==> config.mk <==
export PLATFORM = sky130hd
export DESIGN_NAME = dct4_pipe
export DESIGN_NICKNAME = d
export VERILOG_FILES = /design/src/rtl/dct4_pkg.sv /design/src/rtl/dct4_round_sat.sv /design/src/rtl/dct4_pipe.sv
export SDC_FILE = /design/constraint.sdc
export NUM_CORES = 1
export LEC_CHECK = 0
export BUFFER_PORTS_ARGS = -buffer_cell sky130_fd_sc_hd__buf_2
export CORE_MARGIN = 10
export CORE_UTILIZATION = 41
export CTS_CLUSTER_SIZE = 28
export DETAILED_ROUTE_END_ITERATION = 7
export PLACE_DENSITY_LB_ADDON = 0.08
export SLEW_MARGIN = 5
export SYNTH_ARGS = -nofsm -noshare
export SYNTH_HDL_FRONTEND = slang
export SYNTH_SLANG_ARGS = --single-unit
==> constraint.sdc <==
create_clock -name clk -period 10.4 [get_ports clk]
set_input_delay 2.08 -clock clk [delete_from_list [all_inputs] [get_ports clk]]
set_output_delay 2.08 -clock clk [all_outputs]
set_load 0.02 [all_outputs]
==> src/rtl/dct4_pkg.sv <==
// Shared constants, mode encoding and width helper for the 4-point HEVC transform.
package dct4_pkg;

  localparam logic [7:0] C64 = 8'd64;
  localparam logic [7:0] C83 = 8'd83;
  localparam logic [7:0] C36 = 8'd36;

  typedef enum logic {
    DCT4_FWD = 1'b0,
    DCT4_INV = 1'b1
  } dct4_mode_e;

  function automatic int acc_width(input int width_x);
    return width_x + 9;
  endfunction

endpackage

==> src/rtl/dct4_round_sat.sv <==
// One output lane: rounding arithmetic right-shift, then wrap or clamp to WIDTH_Y.
// Define DCT4_PIPE_SAT_EN to clamp instead of wrapping.
module dct4_round_sat
  import dct4_pkg::*;
#(
  parameter int ACC_W   = 18,
  parameter int WIDTH_Y = 17,
  parameter int SHIFT_W = 4
) (
  input  logic [ACC_W-1:0]   i_acc,
  input  logic [SHIFT_W-1:0] i_shift,
  output logic [WIDTH_Y-1:0] o_y
);

  logic signed [ACC_W-1:0] w_bias;
  logic signed [ACC_W-1:0] w_round;

  always_comb begin
    w_bias = '0;
    if (i_shift != '0) begin
      w_bias = ACC_W'(1) << (i_shift - SHIFT_W'(1));
    end
  end

  assign w_round = ($signed(i_acc) + w_bias) >>> i_shift;

  generate
    if (WIDTH_Y >= ACC_W) begin : g_extend
      assign o_y = WIDTH_Y'(w_round);
    end else begin : g_narrow
`ifdef DCT4_PIPE_SAT_EN
      localparam logic signed [ACC_W-1:0] MAX_Y = {{(ACC_W-WIDTH_Y+1){1'b0}}, {(WIDTH_Y-1){1'b1}}};
      localparam logic signed [ACC_W-1:0] MIN_Y = ~MAX_Y;

      always_comb begin
        if (w_round > MAX_Y) begin
          o_y = MAX_Y[WIDTH_Y-1:0];
        end else if (w_round < MIN_Y) begin
          o_y = MIN_Y[WIDTH_Y-1:0];
        end else begin
          o_y = w_round[WIDTH_Y-1:0];
        end
      end
`else
      assign o_y = WIDTH_Y'(w_round);
`endif
    end
  endgenerate

endmodule

==> src/rtl/dct4_pipe.sv <==
// Two-stage pipelined 4-point HEVC forward/inverse core transform with valid/ready flow control.
// Define DCT4_PIPE_SAT_EN to saturate output lanes instead of wrapping.
module dct4_pipe
  import dct4_pkg::*;
#(
  parameter int WIDTH_X = 9,
  parameter int WIDTH_Y = 17,
  parameter int SHIFT_W = 4
) (
  input  logic               clk,
  input  logic               rst_b,
  input  logic               in_valid,
  output logic               in_ready,
  input  logic               mode,
  input  logic [SHIFT_W-1:0] shift,
  input  logic [WIDTH_X-1:0] x0,
  input  logic [WIDTH_X-1:0] x1,
  input  logic [WIDTH_X-1:0] x2,
  input  logic [WIDTH_X-1:0] x3,
  output logic               out_valid,
  input  logic               out_ready,
  output logic [WIDTH_Y-1:0] y0,
  output logic [WIDTH_Y-1:0] y1,
  output logic [WIDTH_Y-1:0] y2,
  output logic [WIDTH_Y-1:0] y3
);

  localparam int ACC_W = acc_width(WIDTH_X);

  // Shift-add constant multiply; with a constant coefficient only the set bits become adders.
  function automatic logic signed [ACC_W-1:0] cmul(input logic signed [ACC_W-1:0] v,
                                                   input logic [7:0] c);
    cmul = '0;
    for (int i = 0; i < 8; i++) begin
      if (c[i]) cmul = cmul + (v <<< i);
    end
  endfunction

  logic signed [ACC_W-1:0] w_x0, w_x1, w_x2, w_x3;
  logic signed [ACC_W-1:0] w_a0, w_a1, w_b0, w_b1;
  logic                    w_s2_load;

  logic                    r_s1_valid;
  logic                    r_s1_mode;
  logic [SHIFT_W-1:0]      r_s1_shift;
  logic signed [ACC_W-1:0] r_a0, r_a1, r_b0, r_b1;

  logic signed [ACC_W-1:0] w_p0, w_p1, w_q0, w_q1;
  logic signed [ACC_W-1:0] w_acc [4];
  logic [WIDTH_Y-1:0]      w_rnd [4];

  logic                    r_s2_valid;
  logic [WIDTH_Y-1:0]      r_y [4];

  assign w_x0 = ACC_W'($signed(x0));
  assign w_x1 = ACC_W'($signed(x1));
  assign w_x2 = ACC_W'($signed(x2));
  assign w_x3 = ACC_W'($signed(x3));

  always_comb begin
    if (mode == DCT4_INV) begin
      w_a0 = w_x0 + w_x2;
      w_a1 = w_x0 - w_x2;
      w_b0 = w_x1;
      w_b1 = w_x3;
    end else begin
      w_a0 = w_x0 + w_x3;
      w_a1 = w_x1 + w_x2;
      w_b0 = w_x0 - w_x3;
      w_b1 = w_x1 - w_x2;
    end
  end

  // A stage loads when empty or when its content is leaving this cycle.
  assign w_s2_load = !r_s2_valid || out_ready;
  assign in_ready  = !r_s1_valid || !r_s2_valid || out_ready;

  always_ff @(posedge clk or negedge rst_b) begin
    if (!rst_b) begin
      r_s1_valid <= 1'b0;
      r_s1_mode  <= DCT4_FWD;
      r_s1_shift <= '0;
      r_a0       <= '0;
      r_a1       <= '0;
      r_b0       <= '0;
      r_b1       <= '0;
    end else if (in_ready) begin
      r_s1_valid <= in_valid;
      if (in_valid) begin
        r_s1_mode  <= mode;
        r_s1_shift <= shift;
        r_a0       <= w_a0;
        r_a1       <= w_a1;
        r_b0       <= w_b0;
        r_b1       <= w_b1;
      end
    end
  end

  // Even/odd products are shared; the two modes only differ in how they recombine.
  assign w_p0 = cmul(r_a0, C64);
  assign w_p1 = cmul(r_a1, C64);
  assign w_q0 = cmul(r_b0, C83) + cmul(r_b1, C36);
  assign w_q1 = cmul(r_b0, C36) - cmul(r_b1, C83);

  always_comb begin
    if (r_s1_mode == DCT4_INV) begin
      w_acc[0] = w_p0 + w_q0;
      w_acc[1] = w_p1 + w_q1;
      w_acc[2] = w_p1 - w_q1;
      w_acc[3] = w_p0 - w_q0;
    end else begin
      w_acc[0] = w_p0 + w_p1;
      w_acc[1] = w_q0;
      w_acc[2] = w_p0 - w_p1;
      w_acc[3] = w_q1;
    end
  end

  generate
    for (genvar g = 0; g < 4; g++) begin : g_lane
      dct4_round_sat #(
        .ACC_W  (ACC_W),
        .WIDTH_Y(WIDTH_Y),
        .SHIFT_W(SHIFT_W)
      ) u_round (
        .i_acc  (w_acc[g]),
        .i_shift(r_s1_shift),
        .o_y    (w_rnd[g])
      );
    end
  endgenerate

  always_ff @(posedge clk or negedge rst_b) begin
    if (!rst_b) begin
      r_s2_valid <= 1'b0;
      for (int i = 0; i < 4; i++) r_y[i] <= '0;
    end else if (w_s2_load) begin
      r_s2_valid <= r_s1_valid;
      if (r_s1_valid) begin
        for (int i = 0; i < 4; i++) r_y[i] <= w_rnd[i];
      end
    end
  end

  assign out_valid = r_s2_valid;
  assign y0 = r_y[0];
  assign y1 = r_y[1];
  assign y2 = r_y[2];
  assign y3 = r_y[3];

endmodule

# Word-level counts from Yosys, hierarchy flattened
# Cells that the tools add are included.
[op_classes]
add_sub_neg = 27
multipliers = 0
div = 0
n_lt_le_gt_ge = 0
n_eq_ne = 0
n_shift = 5
n_mux = 6
n_bitwise = 0
reduce_logical = 8
[op_table]
columns = ["cell", "n"]
rows = [
  ["adder 18 bit", 16],
  ["two-way mux 72 bit", 1],
  [">>> shifter 18 x 4 -> 17 bit", 4],
  ["subtractor 18 bit", 4],
  ["two-way mux 18 bit", 3],
  ["adder 9 x 9 -> 10 bit", 3],
  ["subtractor 9 x 9 -> 10 bit", 3],
  ["two-way mux 12 bit", 2],
  ["left shift 1 x 4 -> 18 bit, first input constant", 1],
  ["AND reduction 2 bit", 2],
  ["nonzero test 4 bit", 1],
  ["subtractor 4 x 1 -> 4 bit, second input constant", 1],
  ["logical OR 1 bit", 3],
  ["logical NOT 1 bit", 2],
]
[totals]
regBits = 135
latchBits = 0
ramBits = 0
romBits = 0
in_bits = 45
out_inout_bits = 70
word_cells = 58
n_memories = 0

# Logic depth before layout (Yosys ltp)
[logic_depth]
ltp_word = 8
ltp_mapped = 37
depth_no_buf = 35

# By module
# Synthesis repeated with hierarchy kept, for this count alone.
[hier_totals]
hier_cells = 2481
area_unflattened_um2 = 20206.9
[modules_own_cells]
columns = ["module", "n_inst", "cells_per_inst", "area_per_inst_um2", "seq_area_each_um2"]
rows = [
  ["dct4_pipe", 1, 1445, 12849.8, 2877.8],
  ["dct4_round_sat", 4, 259, 1839.3, 0.0],
]

# Worst setup path before layout
# Ideal clock, no wire load.
[synth_timing]
path_type = "register to register"
startpoint = "register r_b0[0]"
endpoint = "register r_y, in the netlist y2[5]"
setup_ps = 74
arrival_ps = 7439
t_required_ps = 10326
setup_slack_ps = 2887
stages_incl_launch_ff = 30
n_path_buf = 1
synth_period_minus_slack_ps = 7513
path_cell_list = "dfrtp_1 > inv_1 > fa_1 > fa_1 > fa_1 > inv_1 > ha_1 > o21a_1 > a21oi_1 > inv_1 > a21oi_1 > xor2_1 > inv_1 > ha_1 > clkbuf_1 > a21oi_1 > or2_2 > a221o_1 > or3_1 > a31oi_1 > ha_1 > a21o_1 > a2111oi_0 > a21oi_1 > a41oi_1 > nand2_1 > xor2_1 > o221ai_1 > mux4_2 > o21ai_2"
[synth_via]
elab_chain_cells = 6
[synth_rtl]
columns = ["element", "line", "text"]
rows = [
  ["from (decl)", "dct4_pipe.sv:46", "logic signed [ACC_W-1:0] r_a0, r_a1, r_b0, r_b1;"],
  ["from (signal assigned)", "dct4_pipe.sv:94", "r_b0 <= w_b0;"],
  ["adder 18 bit", "dct4_pipe.sv:35", "if (c[i]) cmul = cmul + (v <<< i);"],
  ["subtractor 18 bit", "dct4_pipe.sv:104", "assign w_q1 = cmul(r_b0, C36) - cmul(r_b1, C83);"],
  ["subtractor 18 bit", "dct4_pipe.sv:110", "w_acc[2] = w_p1 - w_q1;"],
  ["two-way mux 72 bit", "dct4_pipe.sv:107", "if (r_s1_mode == DCT4_INV) begin"],
  ["adder 18 bit", "dct4_round_sat.sv:25", "assign w_round = ($signed(i_acc) + w_bias) >>> i_shift;"],
  [">>> shifter 18 x 4 -> 17 bit", "dct4_round_sat.sv:25", ""],
  ["to (decl)", "dct4_pipe.sv:53", "logic [WIDTH_Y-1:0] r_y [4];"],
]
# No other way between the ends.
# A chain may end at the register's enable or synchronous reset.

# Final worst setup path
[layout_timing]
startpoint = "register r_b0[0]"
endpoint = "register r_y, in the netlist y1[6]"
[layout_via]
elab_chain_cells = 7
word_cells_on_any_way = 10
[layout_rtl]
columns = ["element", "line", "text"]
rows = [
  ["adder 18 bit (3 in a row)", "dct4_pipe.sv:35", ""],
  ["adder 18 bit", "dct4_pipe.sv:103", "assign w_q0 = cmul(r_b0, C83) + cmul(r_b1, C36);"],
  ["two-way mux 72 bit *", "dct4_pipe.sv:107", ""],
  ["adder 18 bit *", "dct4_round_sat.sv:25", ""],
  [">>> shifter 18 x 4 -> 17 bit *", "dct4_round_sat.sv:25", ""],
]
# Every way passes the cells marked *; elsewhere a longest branch is shown, timed or not.

==> impl_metrics.json <==
{
  "area_growth_syn_to_layout_pct": 8.95,
  "rsz0062_at_grt": "no",
  "initial_core_util": 0.416,
  "n_antenna_cell": 0,
  "synth_simple_gate_area_share": 0.153,
  "htreeDepth": 4,
  "yosysWarningCount": 0,
  "die_width_microns": 238,
  "numCtsBuffers": 17,
  "ys_top_cells_by_count": "inv_1 (224), ha_1 (215), a21oi_1 (213)",
  "critical_path_class": "reg2reg",
  "fin_nets": 2848,
  "ctsHoldBuffers": 0,
  "ant_nets": 0,
  "synthTopCellsByArea": "dfrtp_1 (15%), ha_1 (14%), fa_1 (9.5%), a21oi_1 (5.5%), xnor2_1 (4.6%)",
  "tightestPinTransition_ns": 1.14,
  "setup_slack_ns": 1.24,
  "cpPeakStageDelay_ns": 0.83,
  "drc_errors": 0,
  "async_flop_share": 1.00,
  "holdCritPathClass": "reg2reg",
  "cts_tree": "yes",
  "fmax_mhz": 109,
  "wl_per_cell_microns": 23.1,
  "fin_hold_ws_ns": 0.477,
  "cp-start-kind": "flop",
  "io_buffers": 114,
  "overflow": 0,
  "cts_buffer_depth": 2,
  "setup_viol": 0,
  "drt_pass1_iterations": 5,
  "clk_pin_slew_ns": 0.07,
  "synth_top_family_by_area": "compound AO/OA/AOI/OAI gates",
  "wirelength_microns": 71900,
  "synthMuxAreaShare": 0.0747,
  "synth.distinct_cells": 84,
  "clock-sinks": 115,
  "synthXorXnorAreaFrac": 0.0723,
  "synth.most_common_cell": "inv_1",
  "fin_crit_ns": 9.16,
  "postSynthCellCount": 2440,
  "ios": 115,
  "grt_pass1_wl_microns": 110000,
  "die_area_sq_mm": 0.0565,
  "track_usage": 0.253,
  "yosys.area_share.adder": 0.233,
  "ys_dominant_reg_cell": "dfrtp_1",
  "core_area_sq_mm": 0.0468,
  "yosys.area.top_type": "dfrtp_1",
  "synth_top_area_frac": 0.148,
  "dp.cells": 3084,
  "postCtsResizedCells": 0,
  "cap_viol_max_count": 0,
  "arrival_ns": 9.57,
  "fillers": 4695,
  "grt_max_degree": 75,
  "num_vias": 18600,
  "synth.avg_cell_area_sq_um": 7.97,
  "cpMostUsedCell": "inv_1",
  "grt_pass1_vias": 19000,
  "required_ns": 10.81,
  "worst_skew_pair.late_latency_ns": 0.48,
  "synth-seq-cells": 115,
  "finalCritPeriodShare": 0.881,
  "synth-edff-count": 0,
  "synth_compound_area_frac": 0.256,
  "ys_seq_area_frac": 0.148,
  "viasPerCell": 5.95,
  "drtIter0Drc": 1341,
  "maxSlewViolCount": 0,
  "report.final.hold_viol_count": 0,
  "end_kind": "flop",
  "pre_cts_ws_ns": 1.36,
  "syn_area_sq_mm": 0.0194,
  "instances_no_fill": 3116,
  "drive_gt1_frac": 0.100,
  "max-slew-margin-rel": 0.230,
  "gp_congestion": 0.915,
  "path_max_fanout": 12,
  "die_height_microns": 238,
  "rows": 79,
  "fin_setup_tns_ns": 0,
  "status": "completed",
  "antenna_found_initial": 0,
  "cpMaxStageDelayCell": "xor2_1",
  "post_cts_buffers": 0,
  "skew_ns": 0.0129,
  "hpwl_microns": 58600,
  "cts-root-buf": "clkbuf_16"
}
layout make-up:
cell class	count	area, sq um	area share
Clock buffer	17	425	0.0201
Clock inverter	15	183	0.00863
Inverter	226	848	0.0401
Multi-Input combinational cell	2002	15400	0.725
Sequential cell	115	2880	0.136
Tap cell	607	759	0.0359
Timing Repair Buffer	134	723	0.0342
final timing paths:
kind	from	end	slack (ns)	depth (start not counted)
hold / removal	y0[15]$_DFFE_PN0P_	y0[15]$_DFFE_PN0P_	0.48	1
setup / recovery	r_b0[0]$_DFFE_PN0P_	y1[6]$_DFFE_PN0P_	1.24	31
min in group asynchronous	rst_b	y0[4]$_DFFE_PN0P_	1.67	1
hold reg to reg	y0[15]$_DFFE_PN0P_	y0[15]$_DFFE_PN0P_	0.48	1
max in group asynchronous	rst_b	r_s1_mode$_DFFE_PN0P_	7.28	2
setup reg to reg	r_b0[0]$_DFFE_PN0P_	y1[6]$_DFFE_PN0P_	1.24	31
logic make-up after synthesis:
family,after synthesis
xor gates and xnor gates,158
DFF,115
muxes,120
adders and majority gates,307
other,1
AOI/OAI and AO/OA,771
and+or+nand+nor,642
buffers and inverters,326
per-layer routing:
| layer | vias up | global-route usage | part of all wire |
|---|---|---|---|
| li1 | 8834 | - | - |
| met1 | 9072 | 0.290 | 0.40 |
| met2 | 524 | 0.471 | 0.52 |
| met3 | 120 | 0.0285 | 0.040 |
| met4 | 0 | 0.0981 | 0.035 |
| met5 | - | 0 | 0 |
flip-flops by register name, indices dropped and copies added (netlist names):
name / count
out_valid: 1
r_a0: 10
r_a1: 10
r_b0: 10
r_b1: 10
r_s1_mode: 1
r_s1_shift: 4
r_s1_valid: 1
y0: 17
y1: 17
y2: 17
y3: 17
worst max-delay path, delay by kind of cell (launching register included):
| family | cells | cell delay, ns |
|---|---|---|
| flip-flops | 1 | 0.54 |
| adder cells (fa/ha/maj) | 6 | 2.77 |
| AND/OR/NAND/NOR | 6 | 1.06 |
| buffers and inverters | 4 | 0.44 |
| XOR/XNOR | 3 | 1.27 |
| AO/OA/AOI/OAI | 12 | 3.03 |
cells in the final DEF, fill, tap and decap left out, drive strengths merged, types with 59 or more instances in the layout:
cell type  count
o21ai        178
xnor2        103
mux2i         73
nor2         209
inv          236
dfrtp        115
buf          134
fa            92
nand2        201
a21oi        215
ha           215
a21o          59
per-stage QoR:
| stage | area, sq um | util |
|---|---|---|
| after global routing | 21200 | 0.453 |
| after floorplan | 19400 | - |
| after CTS | 21200 | 0.453 |
| final | 21200 | 0.453 |
| after global placement | 20600 | 0.440 |
| after detailed placement | 20600 | 0.440 |
Power is not shown: default switching activity piles up to over one toggle a cycle in this logic, so the estimate is an artifact.
